$ cat config.mk
export PLATFORM = sky130hd
export DESIGN_NAME = branch_predict_table
export DESIGN_NICKNAME = d
export VERILOG_FILES = /design/src/rtl/bp_pkg.sv /design/src/rtl/bp_sat_counter.sv /design/src/rtl/branch_predict_table.sv
export SDC_FILE = /design/constraint.sdc
export NUM_CORES = 1
export LEC_CHECK = 0
export ABC_AREA = 0
export BUFFER_PORTS_ARGS = -buffer_cell sky130_fd_sc_hd__clkbuf_2
export CAP_MARGIN = 20
export CORE_ASPECT_RATIO = 1.1
export CORE_MARGIN = 8
export CORE_UTILIZATION = 40
export CTS_CLUSTER_SIZE = 28
export DETAILED_ROUTE_END_ITERATION = 7
export PLACE_DENSITY_LB_ADDON = 0.08
export SYNTH_ARGS = -nofsm -noshare
export SYNTH_HDL_FRONTEND = slang
export SYNTH_SLANG_ARGS = --single-unit
$ cat constraint.sdc
create_clock -name clk -period 3 [get_ports clk]
set_clock_uncertainty 0.2 [all_clocks]
set_input_delay 0.3 -clock clk [delete_from_list [all_inputs] [get_ports clk]]
set_output_delay 0.3 -clock clk [all_outputs]
set_load 0.01 [all_outputs]
$ cat src/rtl/bp_pkg.sv
// Shared definitions for the branch prediction table: counter reset and
// saturation values, plus the PC/history index hash.
package bp_pkg;

  // Widest index the table supports (256 entries).
  localparam int unsigned IDX_MAX_W = 8;

  // Weakly-not-taken: MSB clear, all lower bits set.
  function automatic int unsigned cnt_reset_val(input int unsigned cnt_w);
    return (32'd1 << (cnt_w - 32'd1)) - 32'd1;
  endfunction

  // Strongly-taken ceiling of a cnt_w-bit saturating counter.
  function automatic int unsigned cnt_sat_max(input int unsigned cnt_w);
    return (32'd1 << cnt_w) - 32'd1;
  endfunction

  // gshare hash: word-aligned PC bits XOR zero-extended history, masked
  // down to the table index width.
  function automatic logic [IDX_MAX_W-1:0] idx_hash(
    input logic [IDX_MAX_W-1:0] pc_word,
    input logic [IDX_MAX_W-1:0] ghr,
    input int unsigned          idx_w
  );
    logic [IDX_MAX_W-1:0] mask;
    mask = IDX_MAX_W'((32'd1 << idx_w) - 32'd1);
    return (pc_word ^ ghr) & mask;
  endfunction

endpackage

$ cat src/rtl/bp_sat_counter.sv
// One saturating up/down counter of the prediction table. The MSB is the
// predicted direction.
module bp_sat_counter
  import bp_pkg::*;
#(
  parameter int unsigned CNT_W = 2
) (
  input  logic clk,
  input  logic rstn,
  input  logic i_upd_en,
  input  logic i_upd_taken,
  output logic o_taken
);

  localparam logic [CNT_W-1:0] RST_VAL = CNT_W'(cnt_reset_val(CNT_W));
  localparam logic [CNT_W-1:0] MAX_VAL = CNT_W'(cnt_sat_max(CNT_W));

  logic [CNT_W-1:0] r_cnt;

  // Step toward the resolved outcome, holding at either end instead of wrapping.
  always_ff @(posedge clk or negedge rstn) begin
    if (!rstn) begin
      r_cnt <= RST_VAL;
    end else if (i_upd_en) begin
      if (i_upd_taken) begin
        if (r_cnt != MAX_VAL) r_cnt <= r_cnt + CNT_W'(1);
      end else begin
        if (r_cnt != '0) r_cnt <= r_cnt - CNT_W'(1);
      end
    end
  end

  assign o_taken = r_cnt[CNT_W-1];

endmodule

$ cat src/rtl/branch_predict_table.sv
// Table of saturating counters indexed by PC, optionally XOR-hashed with a
// speculative global history (gshare). One lookup and one update per cycle.
//
// Interface semantics: pred_valid and upd_valid are single-cycle strobes with
// no back-pressure (there is no ready); each asserted cycle is exactly one
// lookup or one update. pred_out_valid is high for exactly one cycle, the
// cycle after a lookup, and qualifies pred_taken and pred_ghr.
module branch_predict_table
  import bp_pkg::*;
#(
  parameter  int unsigned ENTRIES = 64,
  parameter  int unsigned CNT_W   = 2,
  parameter  int unsigned GHR_W   = 4,
  parameter  int unsigned PC_W    = 32,
  localparam int unsigned IDX_W   = $clog2(ENTRIES),
  localparam int unsigned GHR_WE  = (GHR_W > 0) ? GHR_W : 1
) (
  input  logic              clk,
  input  logic              rstn,
  input  logic              pred_valid,
  input  logic [PC_W-1:0]   pred_pc,
  output logic              pred_taken,
  output logic              pred_out_valid,
  output logic [GHR_WE-1:0] pred_ghr,
  input  logic              upd_valid,
  input  logic [PC_W-1:0]   upd_pc,
  input  logic [GHR_WE-1:0] upd_ghr,
  input  logic              upd_taken,
  input  logic              upd_mispredict
);

  // Elaboration-time parameter legality.
  if (ENTRIES < 4 || ENTRIES > 256 || (ENTRIES & (ENTRIES - 1)) != 0) begin : g_bad_entries
    $error("branch_predict_table: ENTRIES must be a power of two in 4..256");
  end
  if (CNT_W < 2 || CNT_W > 4) begin : g_bad_cnt_w
    $error("branch_predict_table: CNT_W must be in 2..4");
  end
  if (GHR_W > IDX_W) begin : g_bad_ghr_w
    $error("branch_predict_table: GHR_W must not exceed log2(ENTRIES)");
  end
  if (PC_W < IDX_W + 2) begin : g_bad_pc_w
    $error("branch_predict_table: PC_W too narrow for the table index");
  end

  logic [IDX_MAX_W-1:0] w_pred_pc_word;
  logic [IDX_MAX_W-1:0] w_upd_pc_word;
  logic [IDX_MAX_W-1:0] w_ghr_ext;
  logic [IDX_MAX_W-1:0] w_upd_ghr_ext;
  logic [IDX_MAX_W-1:0] w_pred_hash;
  logic [IDX_MAX_W-1:0] w_upd_hash;
  logic [IDX_W-1:0]     w_pred_idx;
  logic [IDX_W-1:0]     w_upd_idx;
  logic [ENTRIES-1:0]   w_cnt_taken;
  logic                 w_pred_dir;
  logic [GHR_WE-1:0]    r_ghr;
  logic                 r_pred_taken;
  logic                 r_pred_out_valid;
  logic [GHR_WE-1:0]    r_pred_ghr;
  logic                 w_unused;

  // Index generation: lookups hash with the live GHR, updates with the
  // snapshot that travelled down the pipe with the branch.
  always_comb begin
    w_pred_pc_word               = '0;
    w_upd_pc_word                = '0;
    w_ghr_ext                    = '0;
    w_upd_ghr_ext                = '0;
    w_pred_pc_word[IDX_W-1:0]    = pred_pc[IDX_W+1:2];
    w_upd_pc_word[IDX_W-1:0]     = upd_pc[IDX_W+1:2];
    if (GHR_W > 0) begin
      w_ghr_ext[GHR_WE-1:0]      = r_ghr;
      w_upd_ghr_ext[GHR_WE-1:0]  = upd_ghr;
    end
    w_pred_hash = idx_hash(w_pred_pc_word, w_ghr_ext, IDX_W);
    w_upd_hash  = idx_hash(w_upd_pc_word, w_upd_ghr_ext, IDX_W);
    w_pred_idx  = w_pred_hash[IDX_W-1:0];
    w_upd_idx   = w_upd_hash[IDX_W-1:0];
  end

  // Counter array; each entry sees the update only when it is the target.
  for (genvar g = 0; g < ENTRIES; g++) begin : g_cnt
    bp_sat_counter #(
      .CNT_W(CNT_W)
    ) u_cnt (
      .clk        (clk),
      .rstn       (rstn),
      .i_upd_en   (upd_valid && (w_upd_idx == IDX_W'(g))),
      .i_upd_taken(upd_taken),
      .o_taken    (w_cnt_taken[g])
    );
  end

  // Read mux sees the pre-update counter, giving read-before-write on collision.
  assign w_pred_dir = w_cnt_taken[w_pred_idx];

  if (GHR_W > 0) begin : g_ghr
    // Speculative history shift; mispredict recovery overrides the shift.
    always_ff @(posedge clk or negedge rstn) begin
      if (!rstn) begin
        r_ghr <= '0;
      end else if (upd_valid && upd_mispredict) begin
        r_ghr <= GHR_WE'({upd_ghr, upd_taken});
      end else if (pred_valid) begin
        r_ghr <= GHR_WE'({r_ghr, w_pred_dir});
      end
    end
  end else begin : g_no_ghr
    assign r_ghr = '0;
  end

  // Registered prediction outputs; direction and snapshot hold between lookups.
  always_ff @(posedge clk or negedge rstn) begin
    if (!rstn) begin
      r_pred_taken     <= 1'b0;
      r_pred_out_valid <= 1'b0;
      r_pred_ghr       <= '0;
    end else begin
      r_pred_out_valid <= pred_valid;
      if (pred_valid) begin
        r_pred_taken <= w_pred_dir;
        r_pred_ghr   <= r_ghr;
      end
    end
  end

  assign pred_taken     = r_pred_taken;
  assign pred_out_valid = r_pred_out_valid;
  assign pred_ghr       = r_pred_ghr;

  // PC bits outside the index, hash bits above IDX_W, and history inputs in
  // the bimodal configuration are intentionally ignored.
  assign w_unused = ^{pred_pc, upd_pc, upd_ghr, upd_mispredict, w_pred_hash, w_upd_hash};

endmodule

==> flow_metrics.tcl, run 1 <==
set metrics [dict create \
    outcome "completed" \
    final-hold-violation-count 0 \
    synth.distinct_cells 43 \
    pwr-share-clk 0.416 \
    area_growth_pct 14.57 \
    stdcell_count 1228 \
    ant_nets 0 \
    tightest_slew_ns 0.5139 \
    grt_max_degree 54 \
    cts_root_buffer "clkbuf_16" \
    cp_top_family "multiplexers" \
    ys_async_sr_fraction 1.000 \
    dieArea_sq_mm 0.02441 \
    cp_cell_sequence "xor2_2, buf_4, mux4_2, nand3_1, nand4_1, a31o_1, nor4_2, o41ai_2" \
    overflow 0 \
    grt_pass1_vias 6089 \
    worstPathRequired_ns 3.10 \
    p_sw_mw 1.623 \
    drc_errors 0 \
    syn_area_sq_mm 0.007864 \
    setup_tns_ns 0 \
    filler_cell_count 1915 \
    clockBufferDepth 2 \
    portBuffers 27 \
    routabilityCongestion 0.8009 \
    period_minus_slack_ns 2.627 \
    rows 54 \
    cts_tree "built" \
    die_w_um 149.7 \
    synth_seq_cells 138 \
    timing.rr.start "r_ghr[0]" \
    diodes 0 \
    routed_via_density 5.510 \
    p_leak_nw 3.161 \
    dp_hpwl_mm 13.80 \
    multi_input_area_sq_mm 0.004161 \
    avgSynthCellArea_sq_um 8.465 \
    ys_warn_count 0 \
    core_area_sq_mm 0.01959 \
    critical-path-max-stage-delay_ns 0.56 \
    critPathCaptureType "flip-flop" \
    crit_arrival_ns 2.73 \
    cts_buffers 17 \
    stdcell_area_sq_mm 0.009010 \
    start_kind "flip-flop" \
    cp_max_fo 8 \
    grt_first_pass_wirelength_mm 33.00 \
    antenna_found_initial 0 \
    synth_edf_count 0 \
    worst_hold_slack_ns 0.01757 \
    gr-usage-all-layers 0.1738 \
    placed_area_sq_mm 0.008320 \
    cp_slowest_cell "mux4_2" \
    layout_common_cells "nor2_1 (193), o21ai_0 (135), a21oi_1 (126), nand2_1 (88), dfrtp_1 (74)" \
    seq_area_sq_mm 0.003533 \
    min_from "pred_valid" \
    drt_iter0_drc 448 \
    wire_per_inst_um 16.87 \
    ir_worst_vdd_mv 0.3999 \
    synth_ff_type "dfrtp_1" \
    setup_violations 0 \
    max-slew-margin-rel 0.6574 \
    path_class "reg2reg" \
    holdCritPathClass "in2reg" \
    rsz0062_at_grt "no" \
    path_clk_slew_ns 0.06 \
    drv_slew 0 \
    dieHeight_um 163.1 \
    finalCritPeriodShare 0.8756 \
    totalPowerFinal_mw 5.612 \
    clkLatencyLatePin_ns 0.43 \
    layout_commonest_cell "nor2_1" \
    final_nets 1037 \
    drive_gt1_frac 0.1793 \
    cts_max_level 4 \
    p_sw_frac 0.2891 \
    io_pins 80 \
    vias 6766 \
    cts_setup_buffers 0 \
    cp_num_buf_inv 1 \
    drtPass1Iterations 5 \
    seq_area_frac_synth 0.4493 \
    p_int_mw 3.990 \
    dp.cells 1192 \
    start_util 0.4013 \
    pwr_density_cell_mw_per_mm2 622.9 \
    synthCells 929 \
    cp-startpoint "r_ghr[0]" \
    max_clock_freq_mhz 380.7 \
    cts_num_sinks 138 \
    drv_cap 0 \
    seqPwrFrac 0.433 \
    combPwrFrac 0.150 \
    syn_nets 1003 \
    finalWirelength_mm 20.72 \
]
routing by layer:
metal,part of all wire,wire length [um],global-route usage,vias to the layer above
li1,-,-,-,3433
met1,0.48,10040,0.2363,3197
met2,0.46,9553,0.2725,104
met3,0.029,610,0.02466,32
met4,0.025,514,0.07322,0
met5,0,0,0,-
registers in the layout, summed over array words and instances, names as in the netlist:
register / flops
g_cnt.u_cnt.r_cnt: 128
pred_ghr: 4
r_ghr: 4
pred_out_valid: 1
pred_taken: 1
what timing repair did:
item / in CTS / in global routing
hold buffers: 4 / 0
endpoints found under the hold margin: 51 / 0
gates resized for setup: 0 / 0
kinds of logic (layout without fill, tap and decap cells):
logic type / Yosys count / after routing / share of synthesized area
buffers and inverters: 34 / 81 / 0.02211
flip-flops: 138 / 138 / 0.4493
XOR/XNOR: 15 / 15 / 0.01862
AO/OA/AOI/OAI: 337 / 337 / 0.2414
multiplexers: 22 / 22 / 0.04901
AND/OR/NAND/NOR: 383 / 383 / 0.2196
path summary, 6_finish.rpt:
check,to,slack (ns),cells after the start
worst max-delay path,r_ghr[0],0.37,8
worst min-delay path,pred_out_valid,0.02,1
worst max register to register,r_ghr[0],0.37,8
worst min register to register,pred_ghr[2],0.31,1
max in group asynchronous,g_cnt[24].u_cnt.r_cnt[0],1.63,3
min in group asynchronous,g_cnt[43].u_cnt.r_cnt[1],0.21,2
layout make-up:
| class | count | share of cell area |
|---|---|---|
| Clock buffer | 18 | 0.04763 |
| Sequential cell | 138 | 0.3922 |
| Timing Repair Buffer | 48 | 0.03847 |
| Clock inverter | 14 | 0.02444 |
| Tap cell | 252 | 0.03500 |
| Multi-Input combinational cell | 757 | 0.4619 |
| Inverter | 1 | 0.0004166 |
Yosys cell counts (10+ instances only):
| library cell | instances | share of area |
|---|---|---|
| a21oi_1 | 126 | 0.080 |
| clkbuf_1 | 26 | 0.012 |
| dfrtp_1 | 74 | 0.24 |
| dfstp_2 | 64 | 0.21 |
| nand2_1 | 88 | 0.042 |
| nand3b_1 | 33 | 0.032 |
| nor2_1 | 193 | 0.092 |
| nor3_1 | 21 | 0.013 |
| nor3b_1 | 10 | 0.0095 |
| o21ai_0 | 135 | 0.086 |
| o31ai_1 | 54 | 0.052 |
| or2_2 | 16 | 0.013 |
stage by stage:
stage | setup slack, ns | util
floorplan | 0.6182 | -
global placement | 0.3979 | 0.4246
CTS | 0.3677 | 0.4598
detailed placement | 0.3863 | 0.4246
global route | 0.2416 | 0.4598
finish | 0.3732 | 0.4598
power by group through the flow:
stage	Clock, mW	Combinational [mW]	Sequential, mW
finish	2.34	0.845	2.43
global route	2.45	0.938	2.47
CTS	2.39	0.857	2.43
detailed placement	0	0.853	2.45
global placement	0	0.844	2.45
floorplan	0	0.561	2.40
(Power assumes the default switching activity.)
==> run 2, diff against run 1 <==
--- a/config.mk
+++ b/config.mk
@@ -15,2 +15,3 @@
 export DETAILED_ROUTE_END_ITERATION = 7
+export GPL_TIMING_DRIVEN = 0
 export PLACE_DENSITY_LB_ADDON = 0.08
--- a/constraint.sdc
+++ b/constraint.sdc
@@ -4,2 +4,2 @@
 set_output_delay 0.3 -clock clk [all_outputs]
-set_load 0.01 [all_outputs]
+set_load 0.005 [all_outputs]
==> flow_metrics.tcl, run 2 (synthesis results as in run 1) <==
set metrics [dict create \
    die_w_um 149.7 \
    rows 54 \
    tightest_slew_ns 0.9557 \
    layout_commonest_cell "nor2_1" \
    grt_max_degree 72 \
    cts_tree "built" \
    rsz0062_at_grt "no" \
    overflow 0 \
    critical-path-max-stage-delay_ns 0.73 \
    portBuffers 27 \
    drv_slew 0 \
    diodes 0 \
    finalCritPeriodShare 0.9769 \
    path_clk_slew_ns 0.06 \
    timing.rr.start "r_ghr[2]" \
    drt_iter0_drc 596 \
    dieArea_sq_mm 0.02441 \
    gr-usage-all-layers 0.2032 \
    path_class "reg2reg" \
    cp-startpoint "r_ghr[2]" \
    crit_arrival_ns 3.03 \
    cp_slowest_cell "xnor2_1" \
    final-hold-violation-count 0 \
    cts_buffers 17 \
    worst_hold_slack_ns 0.2279 \
    holdCritPathClass "in2reg" \
    dieHeight_um 163.1 \
    max-slew-margin-rel 0.3628 \
    filler_cell_count 1936 \
    max_clock_freq_mhz 341.2 \
    cts_root_buffer "clkbuf_16" \
    p_leak_nw 3.145 \
    drtPass1Iterations 7 \
    clkLatencyLatePin_ns 0.43 \
    r2r_setup_slack_ns 0.07 \
    ir_worst_vdd_mv 0.3968 \
    grt_pass1_vias 6647 \
    drive_gt1_frac 0.1658 \
    drv_cap 0 \
    routed_via_density 5.718 \
    cts_max_level 4 \
    cp_cell_sequence "xnor2_1, mux4_2, nand2_1, a21oi_1, nor4_1, o41ai_2" \
    core_area_sq_mm 0.01959 \
    pwr_density_cell_mw_per_mm2 612.2 \
    wire_per_inst_um 19.29 \
    cts_num_sinks 138 \
    largest_reg_flops 128 \
    grt_first_pass_wirelength_mm 37.87 \
    setup_violations 0 \
    outcome "completed" \
    final_nets 1056 \
    ff2ff_path_depth 6 \
    vias 7130 \
    ant_nets 0 \
    antenna_found_initial 0 \
    post-route-util 0.4609 \
    regMostFlops "g_cnt.u_cnt.r_cnt" \
    start_kind "flip-flop" \
    critPathCaptureType "flip-flop" \
    period_minus_slack_ns 2.931 \
    finalWirelength_mm 24.06 \
    clockBufferDepth 2 \
    setup_tns_ns 0 \
    worstPathRequired_ns 3.10 \
    cp_max_fo 6 \
    io_pins 80 \
    setup.worst_path.end "r_ghr[0]" \
    layout_common_cells "nor2_1 (193), o21ai_0 (135), a21oi_1 (126), nand2_1 (88), dfrtp_1 (74)" \
    start_util 0.4013 \
    drc_errors 0 \
    rr_endpoint "r_ghr[0]" \
    cts_setup_buffers 0 \
    routabilityCongestion 0.8757 \
    area_growth_pct 14.83 \
    dp_hpwl_mm 16.50 \
]
==> run 2: cell count changes in the layout (fill, tap and decap cells not counted), moves of 2 or more <==
cell,delta
clkbuf_1,+26
clkbuf_8,+4
bufinv_16,-2
buf_4,-14
buf_12,-3
==> run 2: final cells by class <==
cell class | count | area [sq um] | area share
Clock buffer | 18 | 429.2 | 0.04753
Inverter | 1 | 3.754 | 0.0004157
Tap cell | 252 | 315.3 | 0.03492
Clock inverter | 14 | 173.9 | 0.01926
Buffer | 33 | 170.2 | 0.01884
Multi-Input combinational cell | 757 | 4175 | 0.4624
Sequential cell | 138 | 3533 | 0.3913
Timing Repair Buffer | 34 | 229.0 | 0.02536
==> run 2: per-stage QoR <==
stage                     cells  cell area [sq um]  setup slack (ns)  total power, mW
final                      1247               9030           0.06922            5.528
after global routing       1247               9030           0.01069            5.757
after CTS                  1246               9022            0.1247            5.549
after detailed placement   1209               8351          -0.06978            3.322
after global placement     1208               8314            -1.070            3.315
after floorplan             929               7864            0.6182            2.957
==> run 2: timing repair <==
action                                  in CTS  in global routing
hold buffers                                 5                  0
endpoints found under the hold margin       44                  0
gates resized for setup                      2                  0
endpoints found under the setup margin       2                  0
==> run 2: routing by layer <==
metal | vias to the layer above | share of wire | GRT usage
li1 | 3464 | - | -
met1 | 3483 | 0.47 | 0.2741
met2 | 153 | 0.47 | 0.3262
met3 | 30 | 0.044 | 0.03214
met4 | 0 | 0.021 | 0.06867
met5 | - | 0 | 0
==> run 2: worst min-delay path by stage <==
stage / depth (start not counted) / endpoint / start / slack, ns
6_report: 4 / g_cnt[59].u_cnt.r_cnt[0] / upd_taken / 0.23
5_1_grt: 4 / g_cnt[52].u_cnt.r_cnt[0] / upd_taken / 0.26
4_1_cts: 4 / g_cnt[59].u_cnt.r_cnt[0] / upd_taken / 0.23
3_5_place_dp: 1 / g_cnt[36].u_cnt.r_cnt[1] / rstn / 0.17
3_3_place_gp: 1 / pred_ghr[2] / pred_ghr[2] / 0.29
2_1_floorplan: 0 / g_cnt[0].u_cnt.r_cnt[1] / rstn / -0.20
==> run 2: critical path, delay by kind of cell (launching register included) <==
family           cells  cell delay, ns
AO/OA/AOI/OAI        2            0.24
XOR/XNOR             1            0.73
flip-flops           1            0.48
multiplexers         1            0.59
AND/OR/NAND/NOR      2            0.57
==> run 2: report_power, final <==
part	switching (mW)	total [mW]	internal (mW)
Clock	0.900	2.21	1.31
Combinational	0.550	0.879	0.329
Sequential	0.257	2.44	2.18
Total	1.71	5.53	3.82
